<file path="config.mk">
export PLATFORM = sky130hd
export DESIGN_NAME = rf_writeback_flat
export DESIGN_NICKNAME = d
export VERILOG_FILES = /design/src/rtl/rf_pkg.sv /design/src/rtl/rf_writeback_if.sv /design/src/rtl/wb_fifo.sv /design/src/rtl/rf_writeback.sv /design/src/flat_wrapper.sv
export SDC_FILE = /design/constraint.sdc
export NUM_CORES = 1
export LEC_CHECK = 0
export CORE_ASPECT_RATIO = 1.2
export CORE_MARGIN = 2
export CORE_UTILIZATION = 48
export CTS_BUF_LIST = sky130_fd_sc_hd__clkbuf_8
export DETAILED_ROUTE_END_ITERATION = 8
export PLACE_DENSITY_LB_ADDON = 0.3
export SYNTH_ARGS = -nofsm -noshare
export SYNTH_HDL_FRONTEND = slang
export SYNTH_SLANG_ARGS = --single-unit
</file>
<file path="constraint.sdc">
create_clock -name clk -period 2.58 [get_ports clk]
set_input_delay 0.516 -clock clk [delete_from_list [all_inputs] [get_ports clk]]
set_output_delay 0.516 -clock clk [all_outputs]
set_load 0.005 [all_outputs]
</file>
<file path="src/rtl/rf_pkg.sv">
// rf_pkg: shared definitions for the register-file write-back slice.
//   REG_ADDR_W / NUM_REGS / DATA_W : register file geometry (32 x 32)
//   wb_req_t                       : one pending write {rd, data}
package rf_pkg;

  localparam int REG_ADDR_W = 5;
  localparam int NUM_REGS   = 32;
  localparam int DATA_W     = 32;

  typedef struct packed {
    logic [4:0]  rd;
    logic [31:0] data;
  } wb_req_t;

endpackage

</file>
<file path="src/rtl/rf_writeback_if.sv">
// rf_writeback_if: bundles every non-clock signal of rf_writeback.
//   ALU result   : alu_valid, alu_rd, alu_data
//   load return  : ld_valid, ld_ready, ld_rd, ld_data
//   scoreboard   : pend_set, pend_rd, src0, src1, hazard0, hazard1
//   RF write port: wEn, wReg, wData
//   status       : err
// The master modport is the surrounding pipeline; slave is rf_writeback.
interface rf_writeback_if;
  import rf_pkg::*;

  logic                  alu_valid;
  logic [REG_ADDR_W-1:0] alu_rd;
  logic [DATA_W-1:0]     alu_data;
  logic                  ld_valid;
  logic                  ld_ready;
  logic [REG_ADDR_W-1:0] ld_rd;
  logic [DATA_W-1:0]     ld_data;
  logic                  pend_set;
  logic [REG_ADDR_W-1:0] pend_rd;
  logic [REG_ADDR_W-1:0] src0;
  logic [REG_ADDR_W-1:0] src1;
  logic                  hazard0;
  logic                  hazard1;
  logic                  wEn;
  logic [REG_ADDR_W-1:0] wReg;
  logic [DATA_W-1:0]     wData;
  logic                  err;

  modport master (
    output alu_valid, alu_rd, alu_data, ld_valid, ld_rd, ld_data,
           pend_set, pend_rd, src0, src1,
    input  ld_ready, hazard0, hazard1, wEn, wReg, wData, err
  );

  modport slave (
    input  alu_valid, alu_rd, alu_data, ld_valid, ld_rd, ld_data,
           pend_set, pend_rd, src0, src1,
    output ld_ready, hazard0, hazard1, wEn, wReg, wData, err
  );

endinterface

</file>
<file path="src/rtl/wb_fifo.sv">
// wb_fifo: DEPTH-entry synchronous FIFO of wb_req_t.
//   clk, rst_n : clock, async active-low reset (empties the FIFO)
//   push/push_data : enqueue (ignored when full)
//   pop        : dequeue head (ignored when empty)
//   head       : current head entry, valid when !empty
//   full/empty : occupancy flags
module wb_fifo
  import rf_pkg::*;
#(
  parameter int DEPTH = 2
) (
  input  logic    clk,
  input  logic    rst_n,
  input  logic    push,
  input  wb_req_t push_data,
  input  logic    pop,
  output wb_req_t head,
  output logic    full,
  output logic    empty
);

  localparam int PW = $clog2(DEPTH);
  localparam logic [PW:0] FULL_CNT = (PW + 1)'(DEPTH);

  logic [PW-1:0] wr_ptr;
  logic [PW-1:0] rd_ptr;
  logic [PW:0]   count;
  wb_req_t       mem [DEPTH];
  logic          do_push;
  logic          do_pop;

  assign do_push = push && !full;
  assign do_pop  = pop && !empty;
  assign full    = (count == FULL_CNT);
  assign empty   = (count == '0);
  assign head    = mem[rd_ptr];

  // Pointers wrap naturally because DEPTH is a power of two.
  always_ff @(posedge clk or negedge rst_n) begin
    if (!rst_n) begin
      wr_ptr <= '0;
      rd_ptr <= '0;
      count  <= '0;
    end else begin
      if (do_push) wr_ptr <= wr_ptr + 1'b1;
      if (do_pop)  rd_ptr <= rd_ptr + 1'b1;
      case ({do_push, do_pop})
        2'b10:   count <= count + 1'b1;
        2'b01:   count <= count - 1'b1;
        default: count <= count;
      endcase
    end
  end

  // Storage needs no reset: stale entries are unreachable once pointers clear.
  always_ff @(posedge clk) begin
    if (do_push) mem[wr_ptr] <= push_data;
  end

endmodule

</file>
<file path="src/rtl/rf_writeback.sv">
// rf_writeback: merges ALU results and buffered load responses into the
// single register-file write port and tracks outstanding loads.
//   clk, rst_n : clock, async active-low reset
//   bus        : rf_writeback_if.slave (ALU, load, scoreboard, RF write, err)
// ALU results always win the write port; loads wait in wb_fifo.
module rf_writeback
  import rf_pkg::*;
#(
  parameter int DEPTH = 2
) (
  input  logic           clk,
  input  logic           rst_n,
  rf_writeback_if.slave  bus
);

  wb_req_t             alu_req;
  wb_req_t             ld_req;
  wb_req_t             head;
  wb_req_t             sel_req;
  logic                sel_valid;
  logic                fifo_full;
  logic                fifo_empty;
  logic                push;
  logic                pop;
  logic [NUM_REGS-1:0] busy;
  logic [NUM_REGS-1:0] busy_next;
  logic                err_next;

  assign alu_req = '{rd: bus.alu_rd, data: bus.alu_data};
  assign ld_req  = '{rd: bus.ld_rd,  data: bus.ld_data};

  assign bus.ld_ready = !fifo_full;
  assign push         = bus.ld_valid && !fifo_full;

  wb_fifo #(.DEPTH(DEPTH)) u_fifo (
    .clk       (clk),
    .rst_n     (rst_n),
    .push      (push),
    .push_data (ld_req),
    .pop       (pop),
    .head      (head),
    .full      (fifo_full),
    .empty     (fifo_empty)
  );

  assign bus.hazard0 = busy[bus.src0] && (bus.src0 != '0);
  assign bus.hazard1 = busy[bus.src1] && (bus.src1 != '0);

  // Priority mux, scoreboard update and error detection. The pending set is
  // applied after the pop clear so a reissued load to the same register
  // keeps it busy.
  always_comb begin
    sel_valid = 1'b0;
    sel_req   = alu_req;
    pop       = 1'b0;
    busy_next = busy;
    err_next  = bus.err;
    if (bus.alu_valid) begin
      sel_valid = 1'b1;
      sel_req   = alu_req;
    end else if (!fifo_empty) begin
      sel_valid = 1'b1;
      sel_req   = head;
      pop       = 1'b1;
    end
    if (pop) busy_next[head.rd] = 1'b0;
    if (bus.pend_set && (bus.pend_rd != '0)) busy_next[bus.pend_rd] = 1'b1;
    if (bus.alu_valid && busy[bus.alu_rd] && (bus.alu_rd != '0)) err_next = 1'b1;
    if (bus.ld_valid && fifo_full) err_next = 1'b1;
  end

  // Write-port register: address/data hold when idle; r0 writes are
  // consumed but never enabled.
  always_ff @(posedge clk or negedge rst_n) begin
    if (!rst_n) begin
      bus.wEn   <= 1'b0;
      bus.wReg  <= '0;
      bus.wData <= '0;
      bus.err   <= 1'b0;
      busy      <= '0;
    end else begin
      bus.wEn <= sel_valid && (sel_req.rd != '0);
      if (sel_valid) begin
        bus.wReg  <= sel_req.rd;
        bus.wData <= sel_req.data;
      end
      bus.err <= err_next;
      busy    <= busy_next;
    end
  end

endmodule
</file>
<file path="src/flat_wrapper.sv">
// flat-port wrapper written by rule: the top's interface ports become plain ports
module rf_writeback_flat import rf_pkg::*;
#(
  parameter int DEPTH = 2
)
  (clk, rst_n, bus_alu_valid, bus_alu_rd, bus_alu_data, bus_ld_valid, bus_ld_rd, bus_ld_data, bus_pend_set, bus_pend_rd, bus_src0, bus_src1, bus_ld_ready, bus_hazard0, bus_hazard1, bus_wEn, bus_wReg, bus_wData, bus_err);
  rf_writeback_if bus_i ();
  input  logic clk;
  input  logic rst_n;
  input wire logic [$bits(bus_i.alu_valid)-1:0] bus_alu_valid;
  input wire logic [$bits(bus_i.alu_rd)-1:0] bus_alu_rd;
  input wire logic [$bits(bus_i.alu_data)-1:0] bus_alu_data;
  input wire logic [$bits(bus_i.ld_valid)-1:0] bus_ld_valid;
  input wire logic [$bits(bus_i.ld_rd)-1:0] bus_ld_rd;
  input wire logic [$bits(bus_i.ld_data)-1:0] bus_ld_data;
  input wire logic [$bits(bus_i.pend_set)-1:0] bus_pend_set;
  input wire logic [$bits(bus_i.pend_rd)-1:0] bus_pend_rd;
  input wire logic [$bits(bus_i.src0)-1:0] bus_src0;
  input wire logic [$bits(bus_i.src1)-1:0] bus_src1;
  output wire logic [$bits(bus_i.ld_ready)-1:0] bus_ld_ready;
  output wire logic [$bits(bus_i.hazard0)-1:0] bus_hazard0;
  output wire logic [$bits(bus_i.hazard1)-1:0] bus_hazard1;
  output wire logic [$bits(bus_i.wEn)-1:0] bus_wEn;
  output wire logic [$bits(bus_i.wReg)-1:0] bus_wReg;
  output wire logic [$bits(bus_i.wData)-1:0] bus_wData;
  output wire logic [$bits(bus_i.err)-1:0] bus_err;
  assign bus_i.alu_valid = bus_alu_valid;
  assign bus_i.alu_rd = bus_alu_rd;
  assign bus_i.alu_data = bus_alu_data;
  assign bus_i.ld_valid = bus_ld_valid;
  assign bus_i.ld_rd = bus_ld_rd;
  assign bus_i.ld_data = bus_ld_data;
  assign bus_i.pend_set = bus_pend_set;
  assign bus_i.pend_rd = bus_pend_rd;
  assign bus_i.src0 = bus_src0;
  assign bus_i.src1 = bus_src1;
  assign bus_ld_ready = bus_i.ld_ready;
  assign bus_hazard0 = bus_i.hazard0;
  assign bus_hazard1 = bus_i.hazard1;
  assign bus_wEn = bus_i.wEn;
  assign bus_wReg = bus_i.wReg;
  assign bus_wData = bus_i.wData;
  assign bus_err = bus_i.err;
  rf_writeback #(.DEPTH(DEPTH)) u_core (.clk(clk), .rst_n(rst_n), .bus(bus_i));
endmodule
</file>
After elaboration in Yosys (flattened, before gate mapping). Memories as Yosys holds them, arrays and structs flattened. Index checks and enable logic that the tools add are counted.

Bits in registers: 75. Latch bits: 0. Bits in writable memories: 74. ROM bits: 0. Input port bits: 94. Output and inout bits: 42. Word-level logic and storage cells: 70. Memories kept: 1.

Memory list: u_core.u_fifo.mem (depth 2, bits a word 37, rd ports 1, clocked after memory_dff 0, wr ports 1, RTL line wb_fifo.sv:28) `wb_req_t mem [DEPTH];`.

Add/sub/neg operators: 4. Multiply operators: 0. Div/mod/pow operators: 0. Order comparisons: 7. Eq/ne operators: 3. Shift-type cells: 0. Muxes and demuxes: 22. Bitwise operators: 3. Reductions and logical operators: 22.

Operators by type and width (count): 37-bit 2-to-1 mux (2); 32-bit 2-to-1 mux (2); 32-bit bitwise AND (1); 32-bit NOT (1); 32-bit OR (1); 5-bit by 6-bit less-than comparator with 1-bit output, second input constant (5); 5-bit nonzero test (5); 1-bit binary-select mux with 5-bit select (3); 1-bit logical AND (12); 1-bit 2-to-1 mux (12); 1-bit demux with 5-bit select (2); 5-bit by 1-bit greater-or-equal comparator with 1-bit output, second input constant (2); 2-bit equality test, second input constant (2); 2-bit one-hot mux with 2 select lines (1); 2-bit nonzero test (2); 1-bit adder, second input constant (2); 2-bit by 1-bit adder with 2-bit output, second input constant (1); 2-bit by 1-bit equality test with 1-bit output, second input constant (1); 1-bit logical NOT (2); 2-bit logical NOT (1); 2-bit by 1-bit subtractor with 2-bit output, second input constant (1).

Depth between registers and ports, before layout. An unclocked memory read counts as a cell.

Depth after elaboration: 10. Mapped depth: 7. Mapped depth without buffers: 7.

Hierarchy. Synthesis repeated with hierarchy kept, for this count alone.

Cells, all modules: 527. Area, all modules: 6917.9 µm².

Modules (own cells, without submodules): rf_writeback (times used 1, cells each 394, area each 3968.8 µm², sequential area each 1751.7 µm²); wb_fifo (times used 1, cells each 133, area each 2949.1 µm², sequential area each 2322.2 µm²).

Worst setup path before layout. No wires, ideal clock.

Kind: register -> register. From: register u_core.u_fifo.count[0]. To: memory u_core.u_fifo.mem[0][0] (netlist name) (enable). Library setup time: 431 ps. Arrival: 2261 ps. Data required time: 2149 ps. Setup slack: -113 ps. Cell stages (with the launch flop): 5. Path buffers: 0. Clock period less this slack: 2693 ps. Path through: dfrtp_1 -> inv_1 -> nand2_1 -> nand2_1 -> nor2_1.

Word-level cells in the longest chain between the ends: 6.

Ends and longest elaborated chain: start: declaration (RTL line wb_fifo.sv:27) `logic [PW:0] count;`; start signal: assignment (RTL line wb_fifo.sv:48) `2'b10: count <= count + 1'b1;`; start signal: assignment (RTL line wb_fifo.sv:49) `2'b01: count <= count - 1'b1;`; start signal: assignment (RTL line wb_fifo.sv:50) `default: count <= count;`; 2-bit equality test * (RTL line wb_fifo.sv:34) `assign full = (count == FULL_CNT);`; 1-bit logical NOT *; via bus_ld_ready (RTL line flat_wrapper.sv:20) `output wire logic [$bits(bus_i.ld_ready)-1:0] bus_ld_ready;`; 1-bit logical AND (RTL line rf_writeback.sv:33) `assign push = bus.ld_valid && !fifo_full;`; 1-bit logical AND * (RTL line wb_fifo.sv:32) `assign do_push = push && !full;`; 1-bit 2-to-1 mux * (RTL line wb_fifo.sv:57) `if (do_push) mem[wr_ptr] <= push_data;`; 1-bit 2-to-1 mux (not written as such) * (RTL line wb_fifo.sv:57); end: declaration (RTL line wb_fifo.sv:28).

The timed path passes the listed nets; every way through them passes the cells marked *.

Worst setup path in the final report.
From: register u_core.busy[17]. To: output port bus_hazard1.

Word-level cells in the longest chain between the ends: 3.

Ends and longest elaborated chain: start: declaration (RTL line rf_writeback.sv:25) `logic [NUM_REGS-1:0] busy;`; start signal: assignment (RTL line rf_writeback.sv:88) `busy <= busy_next;`; 1-bit binary-select mux with 5-bit select (RTL line rf_writeback.sv:47) `assign bus.hazard1 = busy[bus.src1] && (bus.src1 != '0);`; 1-bit 2-to-1 mux (not written as such) (RTL line rf_writeback.sv:47); 1-bit logical AND (RTL line rf_writeback.sv:47); end: declaration (RTL line flat_wrapper.sv:22) `output wire logic [$bits(bus_i.hazard1)-1:0] bus_hazard1;`.

No other way between the ends. The select of a mux whose other input is x is not followed.

==> flow_metrics.py <==
metrics = {
    "sta": {
        "setup_ws_ns": -0.284,
        "slew_headroom_pct": 53.8,
        "rsz0062_at_grt": "true",
        "hold_slack_ns": 0.0840,
        "fin_crit_sh_pct": 111,
        "finalHoldViolations": 0,
        "fin_crit_ns": 2.86,
        "setup_viol": 2,
        "worst_pin_slew_ns": 0.674,
        "slew_violations": 0,
        "fmax_mhz": 349,
        "skew_ns": 0.0148,
    },
    "setup_path": {
        "crit_start": "u_core.busy[17]",
        "cp_slowest_stage_delay_ns": 0.51,
        "r2r-end": "u_core.busy[1]",
        "arrival_ns": 2.35,
        "endpoint": "bus_hazard1",
        "rr_startpoint": "u_core.u_fifo.rd_ptr",
        "r2r_cells": 4,
        "end_kind": "output pin",
        "worst-setup-path-type": "reg2out",
        "crit_slowest_cell": "or4_1",
        "startpoint_type": "register",
        "crit_required_ns": 2.06,
        "crit_chain": "buf_6, mux4_2, mux2i_4, nor3b_2, or4_1, buf_2",
        "rrSetupSlack_ns": 0.47,
        "path_max_fanout": 2,
    },
    "yosys": {
        "synth_top_area_cell": "edfxtp_1",
        "yosysMostFrequentCell": "o21ai_0",
        "yosys-top-cells-area": "edfxtp_1 (33%), dfrtp_1 (28%), o21ai_0 (7.6%)",
        "synth_edf_count": 74,
        "synth_area_per_cell_sq_um": 12.4,
        "yosysWarnings": 0,
        "synth_common_cells": "o21ai_0 (102), dfrtp_1 (74), edfxtp_1 (74), mux2i_1 (48), nand2_1 (48)",
        "yosys_register_bits": 148,
        "synth_fp_nets": 637,
        "yosysSeqAreaShare_pct": 60.8,
        "synth_cell_types": 42,
        "synthArstFlopShare_pct": 50.0,
        "synth_top_area_share_pct": 33.1,
        "netlist_instances": 542,
        "synth_flop_cell": "edfxtp_1",
        "syn_area_sq_um": 6710,
    },
    "clock_network": {
        "worstSkewPairLatency_ns": 0.43,
        "cts_hold_buf": 0,
        "ctsHtreeMaxLevel": 4,
        "cts_tree": "yes",
        "cts.sink_count": 148,
        "cts_root_buf": "clkbuf_8",
        "cts_max_path_buffers": 2,
        "path_clk_slew_ns": 0.09,
        "numCtsBuffers": 17,
    },
    "die": {
        "rows": 47,
        "io_pins": 136,
        "core_area_sq_um": 13700,
        "fp.dieW_microns": 112,
        "start_util_pct": 48.9,
        "die_h_microns": 133,
        "dieArea_sq_um": 14900,
    },
    "routing": {
        "drt_wl_total_microns": 17000,
        "first_pass_iters": 4,
        "drt_iter0_drc": 366,
        "via_count": 5140,
        "final_antenna_net_count": 0,
        "drc": 0,
        "detail_route.wl_per_cell_microns": 19.1,
        "viasPerCell": 5.77,
    },
    "final_layout": {
        "seq_area_sq_um": 4080,
        "drive_gt1_share_pct": 14.2,
        "fillers": 1055,
        "antenna_cells": 0,
        "nets": 802,
        "area_growth_pct": 32.5,
        "multiInputGateArea_sq_um": 2480,
        "final_cell_count_no_fill": 891,
    },
    "pwr": {
        "powerDensity_nw_per_um2": 1010,
        "p_total_w": 0.00895,
        "leakage_nw": 3.50,
        "peakVddDrop_v": 0.000570,
    },
    "global_routing": {
        "grt_pass1_vias": 5270,
        "grt_pass1_wl_microns": 27000,
        "grt.total_usage_pct": 23.5,
        "gr-total-overflow": 0,
        "antenna_found_initial": 0,
        "grt_max_degree": 51,
    },
    "place": {
        "portBuffers": 135,
        "gp_congestion": 1.07,
        "dp_cells": 848,
        "hpwl_microns": 12300,
    },
    "status": {
        "violations": "setup timing",
        "outcome": "complete, but fails checks",
    },
    "worst_hold_path": {
        "min_path_type": "in2async",
    },
    "run": {
        "max-cap-violations": 0,
    },
}
sequential cells by signal (all words and copies together), names as in the netlist:
signal,count
u_core.bus.wEn,1
u_core.u_fifo.mem,74
u_core.u_fifo.count,2
u_core.bus.err,1
u_core.u_fifo.wr_ptr,1
u_core.busy,31
u_core.u_fifo.rd_ptr,1
u_core.bus.wReg,5
u_core.bus.wData,32
power by group:
group / internal (W) / switching (W) / total, W / leakage (nW)
clock: 0.000888 / 0.000933 / 0.00182 / 0.203
sequential: 0.00326 / 0.000559 / 0.00382 / 1.57
combinational: 0.00172 / 0.00159 / 0.00330 / 1.73
total: 0.00587 / 0.00308 / 0.00895 / 3.50
routing by layer:
metal | track usage, % | up-vias | wire length (microns) | share of wire, %
met5 | 0 | - | 0 | 0
met4 | 8.85 | 0 | 492 | 2.9
met3 | 6.28 | 38 | 1150 | 6.8
met2 | 42.1 | 240 | 9040 | 53
met1 | 26.9 | 2509 | 6320 | 37
li1 | - | 2353 | - | -
placed cells by master, fill, tap and decap left out, types with 3 or more instances in the layout:
cell and n:
nand3_1 11, buf_12 3, buf_4 35, nor2b_1 5
nand2_1 48, dlygate4sd2_1 3, o21ai_0 102, dfrtp_1 73
clkbuf_8 17, mux2_2 6, or4_1 3, nor3b_1 3
inv_1 7, mux4_2 10, inv_6 5, clkinv_4 3
xnor2_1 3, mux2i_1 47, clkdlybuf4s50_1 126, or3_1 6
edfxtp_1 74, mux4_1 9, a2111oi_0 3, a21oi_1 33
nor2_1 40, buf_6 4
per-stage QoR:
stage                     setup WS [ns]  setup TNS, ns  util, %  cell area, sq um
final                            -0.284         -0.484     64.9              8890
after global routing             -0.388         -0.649     64.9              8890
after CTS                        -0.316         -0.604     64.6              8840
after detailed placement         -0.881          -1.73     61.2              8390
after global placement           -0.803          -1.58     61.2              8390
after floorplan                   0.194              0        -              6710
cells by family after synthesis:
group	count (synthesis)	synth area share [%]
fa+ha+maj	1	0.187
mux	73	15.2
buf+inv	36	2.61
simple gates	131	8.90
xor+xnor	5	0.653
flops	148	60.8
compound gates	148	11.7
worst min path at each step:
| stage | from | endpoint | slack [ns] | depth (start not counted) |
|---|---|---|---|---|
| 2_1_floorplan | rst_n | u_core.bus.err | 0.22 | 0 |
| 3_3_place_gp | u_core.bus.err | u_core.bus.err | 0.52 | 2 |
| 3_5_place_dp | u_core.bus.err | u_core.bus.err | 0.52 | 2 |
| 4_1_cts | rst_n | u_core.busy[5] | 0.08 | 1 |
| 5_1_grt | rst_n | u_core.busy[5] | 0.10 | 1 |
| 6_report | rst_n | u_core.busy[5] | 0.08 | 1 |
critical path, delay by kind of cell (launching register included):
kind	cells	cell delay (ns)
buf+inv	2	0.27
flops	1	0.41
mux	2	0.65
simple gates	2	0.57
area by class of cell:
cell class              instances  share of cell area [%]
multi-input cells             358                    27.9
well taps                     171                    2.41
clock buffers                  17                    2.63
repair buffers                176                    19.0
clock inverters                15                    1.93
flip-flops and latches        148                    45.9
inverters                       6                   0.253
repair_timing:
| action | CTS | global route |
|---|---|---|
| setup buffers | 7 | 4 |
| pin swaps | 2 | 3 |
| setup endpoints to repair | 2 | 2 |
| gates resized for setup | 19 | 6 |
| gates cloned | 0 | 0 |
Note: power is estimated with default switching activity, not from simulation.
